--- src/rtl/div_operand_prep.sv ---
// Divider front end: captures an IEEE-754 operand pair, resolves special cases,
// and normalises denormal mantissas one bit per cycle before handing off.
module div_operand_prep (
   input  logic        control,
   input  logic        reset,
   input  logic        in_valid,
   output logic        in_ready,
   input  logic [31:0] DD,
   input  logic [31:0] DS,
   output logic        out_valid,
   input  logic        out_ready,
   output logic        sign_out,
   output logic [9:0]  exp_dd,
   output logic [9:0]  exp_ds,
   output logic [23:0] mant_dd,
   output logic [23:0] mant_ds,
   output logic        special,
   output logic [31:0] special_result,
   output logic        exception,
   output logic        zeroDiv
);

   localparam int unsigned EXP_W  = 10;
   localparam int unsigned MANT_W = 24;
   localparam int unsigned FP_W   = 32;

   typedef enum logic [1:0] {IDLE, NORM, DONE} state_t;

   state_t state, state_next;

   logic [EXP_W-1:0]  exp_dd_n, exp_ds_n;
   logic [MANT_W-1:0] mant_dd_n, mant_ds_n;
   logic [FP_W-1:0]   result_n;
   logic              sign_n, special_n, exception_n, zero_div_n;

   // Operand classification
   logic [7:0]  fe_dd, fe_ds;
   logic [22:0] fr_dd, fr_ds;
   logic        dd_zero, ds_zero, dd_inf, ds_inf, dd_nan, ds_nan, invalid, sign_c;
   logic [EXP_W-1:0]  ue_dd, ue_ds;
   logic [MANT_W-1:0] um_dd, um_ds;

   assign fe_dd   = DD[30:23];
   assign fe_ds   = DS[30:23];
   assign fr_dd   = DD[22:0];
   assign fr_ds   = DS[22:0];
   assign dd_zero = (DD[30:0] == 31'd0);
   assign ds_zero = (DS[30:0] == 31'd0);
   assign dd_inf  = (fe_dd == 8'hFF) && (fr_dd == 23'd0);
   assign ds_inf  = (fe_ds == 8'hFF) && (fr_ds == 23'd0);
   assign dd_nan  = (fe_dd == 8'hFF) && (fr_dd != 23'd0);
   assign ds_nan  = (fe_ds == 8'hFF) && (fr_ds != 23'd0);
   assign invalid = dd_nan || ds_nan || (dd_zero && ds_zero) || (dd_inf && ds_inf);
   assign sign_c  = DD[31] ^ DS[31];

   // Denormals take exponent 1 with no hidden bit
   assign ue_dd = (fe_dd != 8'd0) ? {2'b00, fe_dd} : EXP_W'(1);
   assign ue_ds = (fe_ds != 8'd0) ? {2'b00, fe_ds} : EXP_W'(1);
   assign um_dd = {(fe_dd != 8'd0), fr_dd};
   assign um_ds = {(fe_ds != 8'd0), fr_ds};

   always_ff @(posedge control) begin
      if (reset) state <= IDLE;
      else       state <= state_next;
   end

   always_comb begin
      state_next  = state;
      sign_n      = sign_out;
      exp_dd_n    = exp_dd;
      exp_ds_n    = exp_ds;
      mant_dd_n   = mant_dd;
      mant_ds_n   = mant_ds;
      special_n   = special;
      result_n    = special_result;
      exception_n = exception;
      zero_div_n  = zeroDiv;
      case (state)
         IDLE: begin
            if (in_valid) begin
               sign_n      = sign_c;
               special_n   = 1'b1;
               exception_n = 1'b0;
               zero_div_n  = ds_zero;
               result_n    = '0;
               exp_dd_n    = '0;
               exp_ds_n    = '0;
               mant_dd_n   = '0;
               mant_ds_n   = '0;
               state_next  = DONE;
               if (invalid) begin
                  result_n    = 32'hFFC0_0000;
                  exception_n = 1'b1;
               end else if (ds_zero || dd_inf) begin
                  result_n    = {sign_c, 8'hFF, 23'd0};
                  exception_n = 1'b1;
               end else if (dd_zero || ds_inf) begin
                  result_n    = {sign_c, 31'd0};
               end else begin
                  special_n  = 1'b0;
                  zero_div_n = 1'b0;
                  exp_dd_n   = ue_dd;
                  exp_ds_n   = ue_ds;
                  mant_dd_n  = um_dd;
                  mant_ds_n  = um_ds;
                  state_next = (um_dd[MANT_W-1] && um_ds[MANT_W-1]) ? DONE : NORM;
               end
            end
         end
         NORM: begin
            if (!mant_dd[MANT_W-1]) begin
               mant_dd_n = {mant_dd[MANT_W-2:0], 1'b0};
               exp_dd_n  = exp_dd - EXP_W'(1);
            end
            if (!mant_ds[MANT_W-1]) begin
               mant_ds_n = {mant_ds[MANT_W-2:0], 1'b0};
               exp_ds_n  = exp_ds - EXP_W'(1);
            end
            if (mant_dd_n[MANT_W-1] && mant_ds_n[MANT_W-1]) state_next = DONE;
         end
         DONE: begin
            if (out_ready) state_next = IDLE;
         end
         default: state_next = IDLE;
      endcase
   end

   // Output registers; handshake flags track the upcoming state
   always_ff @(posedge control) begin
      if (reset) begin
         in_ready       <= 1'b1;
         out_valid      <= 1'b0;
         sign_out       <= 1'b0;
         exp_dd         <= '0;
         exp_ds         <= '0;
         mant_dd        <= '0;
         mant_ds        <= '0;
         special        <= 1'b0;
         special_result <= '0;
         exception      <= 1'b0;
         zeroDiv        <= 1'b0;
      end else begin
         in_ready       <= (state_next == IDLE);
         out_valid      <= (state_next == DONE);
         sign_out       <= sign_n;
         exp_dd         <= exp_dd_n;
         exp_ds         <= exp_ds_n;
         mant_dd        <= mant_dd_n;
         mant_ds        <= mant_ds_n;
         special        <= special_n;
         special_result <= result_n;
         exception      <= exception_n;
         zeroDiv        <= zero_div_n;
      end
   end

endmodule

--- config.mk ---
export PLATFORM = sky130hd
export DESIGN_NAME = div_operand_prep
export DESIGN_NICKNAME = d
export VERILOG_FILES = /design/src/rtl/div_operand_prep.sv
export SDC_FILE = /design/constraint.sdc
export NUM_CORES = 1
export LEC_CHECK = 0
export ABC_CLOCK_PERIOD_IN_PS = 6750
export CORE_UTILIZATION = 47
export CTS_BUF_LIST = sky130_fd_sc_hd__clkbuf_4
export CTS_CLUSTER_SIZE = 12
export DETAILED_ROUTE_END_ITERATION = 8
export GPL_ROUTABILITY_DRIVEN = 1
export HOLD_SLACK_MARGIN = 0.08
export PLACE_DENSITY = 0.95
export REMOVE_ABC_BUFFERS = 1
export SLEW_MARGIN = 25
export SYNTH_ARGS = -nofsm -noshare
export SYNTH_HDL_FRONTEND = slang
export SYNTH_SLANG_ARGS = --single-unit
--- constraint.sdc ---
create_clock -name control -period 6.75 [get_ports control]
set_input_delay 1.35 -clock control [delete_from_list [all_inputs] [get_ports control]]
set_output_delay 1.35 -clock control [all_outputs]
set_load 0.05 [all_outputs]
Word-level counts from Yosys, hierarchy flattened --
Index checks and enable logic that the tools add are counted.
Operators by class: add/sub/neg operators 2, eq/ne operators 8, mux-type cells 47, bitwise operators 1, reductions and logical operators 28
Operators by type and width (count):
- two-way mux 24 bit | 12
- two-way mux 32 bit | 3
- one-hot mux 24 bit (2 select lines) | 2
- two-way mux 8 bit | 8
- zero test 31 bit | 2
- zero test 23 bit | 2
- nonzero test 23 bit | 2
- two-way mux 10 bit | 4
- one-hot mux 10 bit (2 select lines) | 2
- subtractor 10 x 1 -> 10 bit (second input constant) | 2
- == test 8 bit (second input constant) | 2
- nonzero test 8 bit | 2
- two-way mux 2 bit | 7
- logical AND 1 bit | 8
- two-way mux 1 bit | 8
- inequality test 2 bit (second input constant) | 3
- one-hot mux 2 bit (3 select lines) | 1
- AND reduction 3 bit | 2
- logical OR 1 bit | 5
- == test 2 bit (second input constant) | 2
- zero test 2 bit | 2
- AND reduction 2 bit | 2
- == test 2 x 1 -> 1 bit (second input constant) | 1
- nonzero test 2 bit | 1
- bitwise XOR 1 bit | 1
Word-level totals: register bits 108, input port bits 68

Logic depth before layout (Yosys ltp) --
word-level depth 9, depth in mapped cells 7, gate-level depth less buffers 7

Worst setup path after synthesis --
Ideal clock, no wire load.
path type input-to-reg, start point in DS[24], end point reg exp_dd[4], library setup time 129 ps, arrival time 3126 ps, setup slack 3495 ps, stages on the path 7, cells stage by stage or4_1 or4_4 o211a_1 buf_6 buf_6 a31oi_1 a21oi_1
Between the ends: cells in the longest elaborated chain, start to end 8
Ends and longest elaborated chain:
- from (decl) | RTL line 9 | input logic [31:0] DS,
- == test 8 bit | RTL line 50, 52
- logical AND 1 bit, on equally long branches | RTL line 50, 52
- logical OR 1 bit, on equally long branches | RTL line 97, 53
- two-way mux 8 bit or logical OR 1 bit (tied branches) | RTL line 97, 53
- two-way mux 8 bit or logical OR 1 bit (tied branches) | RTL line 94, 53
- two-way mux 8 bit (*) | RTL line 91 | if (invalid) begin
- two-way mux 10 bit (*) | RTL line 80 | if (in_valid) begin
- one-hot mux 10 bit (2 select lines) (*) | RTL line 78 | case (state)
- to (signal assigned) | RTL line 146 | exp_dd <= exp_dd_n;
- to (decl) | RTL line 13 | output logic [9:0] exp_dd,
Every way passes the cells marked *; elsewhere a longest branch is shown, timed or not. The select of a mux whose other input is x is not followed. A chain may end at the register's enable or synchronous reset.

Final worst setup path --
start point in DS[24], end point reg mant_dd[0]
Between the ends: cells in the longest elaborated chain, start to end 8
Ends and longest elaborated chain:
- == test 8 bit | RTL line 50, 52
- logical AND 1 bit, on equally long branches | RTL line 50, 52
- logical OR 1 bit, on equally long branches | RTL line 97, 53
- two-way mux 24 bit or logical OR 1 bit (tied branches) | RTL line 97, 53
- two-way mux 24 bit or logical OR 1 bit (tied branches) | RTL line 94, 53
- two-way mux 24 bit (*) | RTL line 91
- two-way mux 24 bit (*) | RTL line 80
- one-hot mux 24 bit (2 select lines) (*) | RTL line 78
- to (signal assigned) | RTL line 148 | mant_dd <= mant_dd_n;
- to (decl) | RTL line 15 | output logic [23:0] mant_dd,
Marks and branches as above.

==> results.md <==
Clocking
- 0 — number of buffers inserted by hold repair at cts
- 3 — number of levels the H-tree was split into
- 2 — number of buffers on the longest clock path
- sky130_fd_sc_hd__clkbuf_4 — root cell of the clock tree
- 0.11 ns — clock-pin slew on the worst setup and hold paths
- 0.43 ns — insertion delay of the later-clocked pin in the worst-skew pair
- 78 — total clock sinks
- 0 — Post-CTS Resized
- 0 — Setup Buffers After CTS
- 9 — number of buffers created by CTS
- built — clock tree from TritonCTS

Timing
- 0.01222 ns — clock skew after layout
- 0 — final-report hold violation count
- 252.1 MHz — maximum frequency from static timing analysis
- 0 — Final setup viols
- 3.967 ns — post-route minimum period
- 58.76% — post-route clock period utilization
- 0 ns — Fin Setup TNS
- 33.61% — worst rel slew slack
- no — setup repair after global routing missed its margin
- 0.9958 ns — Worst Max-Slew Pin Slew
- 0 — number of max-slew violations in the final report
- 2.783 ns — post-route setup slack

Setup path
- register — crit end category
- 4.36 ns — internal reg-to-reg setup slack
- 3 — worst reg2reg path depth
- 4.25 ns — worst path arrival time
- input pin — startpoint type of the worst setup path
- 50 — maximum fanout encountered on the critical timing path
- input pin to register — critical path type
- 7.04 ns — critical path data required time

Logic synthesis
- sky130_fd_sc_hd__dfxtp_1, sky130_fd_sc_hd__a22oi_1, sky130_fd_sc_hd__o22ai_1 — largest cells by area after synthesis
- 0 — count of yosys warnings during synthesis
- 78 — number of flip-flops and latches in the synthesized netlist
- 38.99% — sequential fraction of the synthesis area
- 49 — distinct cell type count of the synthesized netlist
- 8.190 µm² — post-synthesis average cell area
- 489 — count of mapped cells out of synthesis
- sky130_fd_sc_hd__dfxtp_1 — cell taking the most area after synthesis
- 0.004005 mm² — post-synthesis cell area
- 38.99% — Yosys top cell area share

Floorplanning
- 174 — count of boundary I/O pins
- 33 — number of rows in the core area
- 0.008217 mm² — CORE AREA
- 0.008894 mm² — Total Die Area
- 94.31 µm — width of the die
- 94.31 µm — height of the chip
- 48.74% — Initial Utilization

Drt
- 17.08 µm — detailed-route wire length per cell
- 8 — detailed-router iteration count before antenna repair
- 0 — antenna viol nets, final
- 4,466 — vias post-DR
- 0 — DR DRC count
- 6.211 — average vias per placed instance
- 12,280 µm — total length of routed wires
- 485 — DR iter-0 viols

Global route
- 4,022 — via count of the first global-routing pass
- 0 — total grt overflow
- 19,150 µm — first-pass GRT wire length
- 0 — number of antenna violations at the first check in global routing
- 27.28% — gr usage total
- 63 — maximum number of pins on one net before global-route repair

Placed design
- 8410 µm — Post-DP HPWL
- 0.9069 — final weighted congestion of routability-driven global placement
- 0.005370 mm² — instance area after placement
- 2.422 ns — setup slack after placement
- 151 — Port Buffers

Layout
- 679 — count of nets after finishing
- 0.005563 mm² — post-route cell area
- sky130_fd_sc_hd__clkdlybuf4s50_1 — leading cell type in the layout, fill and taps excluded
- sky130_fd_sc_hd__clkdlybuf4s50_1, sky130_fd_sc_hd__dfxtp_1, sky130_fd_sc_hd__nand2_1 — commonest non-fill, non-tap cells in the layout
- 0.001562 mm² — Seq. cell area
- 644 — FILL cells
- 0 — Antenna diodes
- 5.375% — fraction of layout instances using a drive strength above 1
- 0.002135 mm² — area taken by multi-input logic gates
- 38.89% — area growth from synthesis to layout

Flow run
- 0 — Max Cap Viol

Outcome
- finished, final reports clean — status

Pwr
- 0.1423 mV — largest voltage drop on the vdd net
- 1.954 nW — leakage power of the design
- 225.0 mW/mm² — cell area power density

Hold path
- register to register — kind of path behind the tightest hold check
- 2 — WHS Path Cells

## final cells by class
type                    instances  area share [%]
flip-flops and latches         78           28.07
well taps                     105           2.362
multi-input cells             360           38.37
inverters                       5          0.3374
clock buffers                   9           1.215
repair buffers                155           27.62
clock inverters                 7           2.024
## path summary, 6_finish.rpt
check                                          start                        to
worst min register to register  zeroDiv$_SDFFE_PP0P_      zeroDiv$_SDFFE_PP0P_
worst max-delay path                          DS[24]   mant_dd[0]$_SDFFE_PP0P_
worst max register to register   state[1]$_SDFF_PP0_  mant_ds[23]$_SDFFE_PP0P_
worst min-delay path            zeroDiv$_SDFFE_PP0P_      zeroDiv$_SDFFE_PP0P_
## metrics by stage
stage                     hold WS [ns]  power [mW]  cells  utilization [%]
final                           0.4620       1.252    719            67.70
after global routing            0.4875       1.296    719            67.70
after CTS                       0.4707       1.251    719            67.55
after detailed placement        0.4534      0.9048    703            65.36
after global placement          0.4464      0.8966    703            65.30
after floorplan                 0.6686      0.7583    443                -
## critical path: stages
cell,delay [ns]
sky130_fd_sc_hd__clkdlybuf4s50_1,0.47
sky130_fd_sc_hd__or4_1,0.60
sky130_fd_sc_hd__or4_4,0.56
sky130_fd_sc_hd__o211a_1,0.46
sky130_fd_sc_hd__nand4_4,0.60
sky130_fd_sc_hd__o21ai_0,0.18
## per-layer routing
layer,wire length [µm],global-route usage (%),vias to the layer above
met4,379,10.51,0
met2,5956,45.23,287
met1,4794,33.81,2092
met3,1152,6.877,48
met5,0,0,-
li1,-,-,2039
## synth_stat cells (all sizes together)
library cell	number
o41ai	1
o22ai	45
a2111o	1
conb	1
or3	3
o211a	2
nand4	10
clkinv	1
a311oi	2
nor2b	1
nor4	13
nor2	30
nor3b	6
o32ai	1
o21ai	26
xnor2	6
clkbuf	29
o211ai	1
nand3	9
buf	38
dfxtp	78
or3b	1
mux2i	1
a41oi	4
a21oi	23
a32o	1
xor2	3
a21o	2
and4	2
or4	9
o31a	1
a22oi	46
or4b	1
nor3	8
nand2	56
and3	1
or2	2
nor4b	1
a31oi	5
ha	2
nand2b	5
a211oi	5
and2	1
inv	4
a2111oi	1
## cell families after synthesis
group | Yosys count | synth area share, %
compound gates | 167 | 27.27
other cells | 1 | 0.09363
simple gates | 159 | 20.31
xor+xnor | 9 | 1.968
flops | 78 | 38.99
fa+ha+maj | 2 | 0.6247
mux | 1 | 0.2499
buf+inv | 72 | 10.50
## registers in the layout, summed over array words and instances, names as in the netlist
signal / cells
in_ready: 1
exp_ds: 10
mant_ds: 24
mant_dd: 24
exp_dd: 10
state: 2
special: 1
special_result: 2
out_valid: 1
zeroDiv: 1
exception: 1
sign_out: 1
## report_power, final
| group | switching [mW] | leakage, nW | internal [mW] |
|---|---|---|---|
| Combinational | 0.244 | 1.23 | 0.133 |
| Sequential | 0.0323 | 0.642 | 0.491 |
| Clock | 0.166 | 0.0872 | 0.185 |
(Power assumes the default switching activity.)
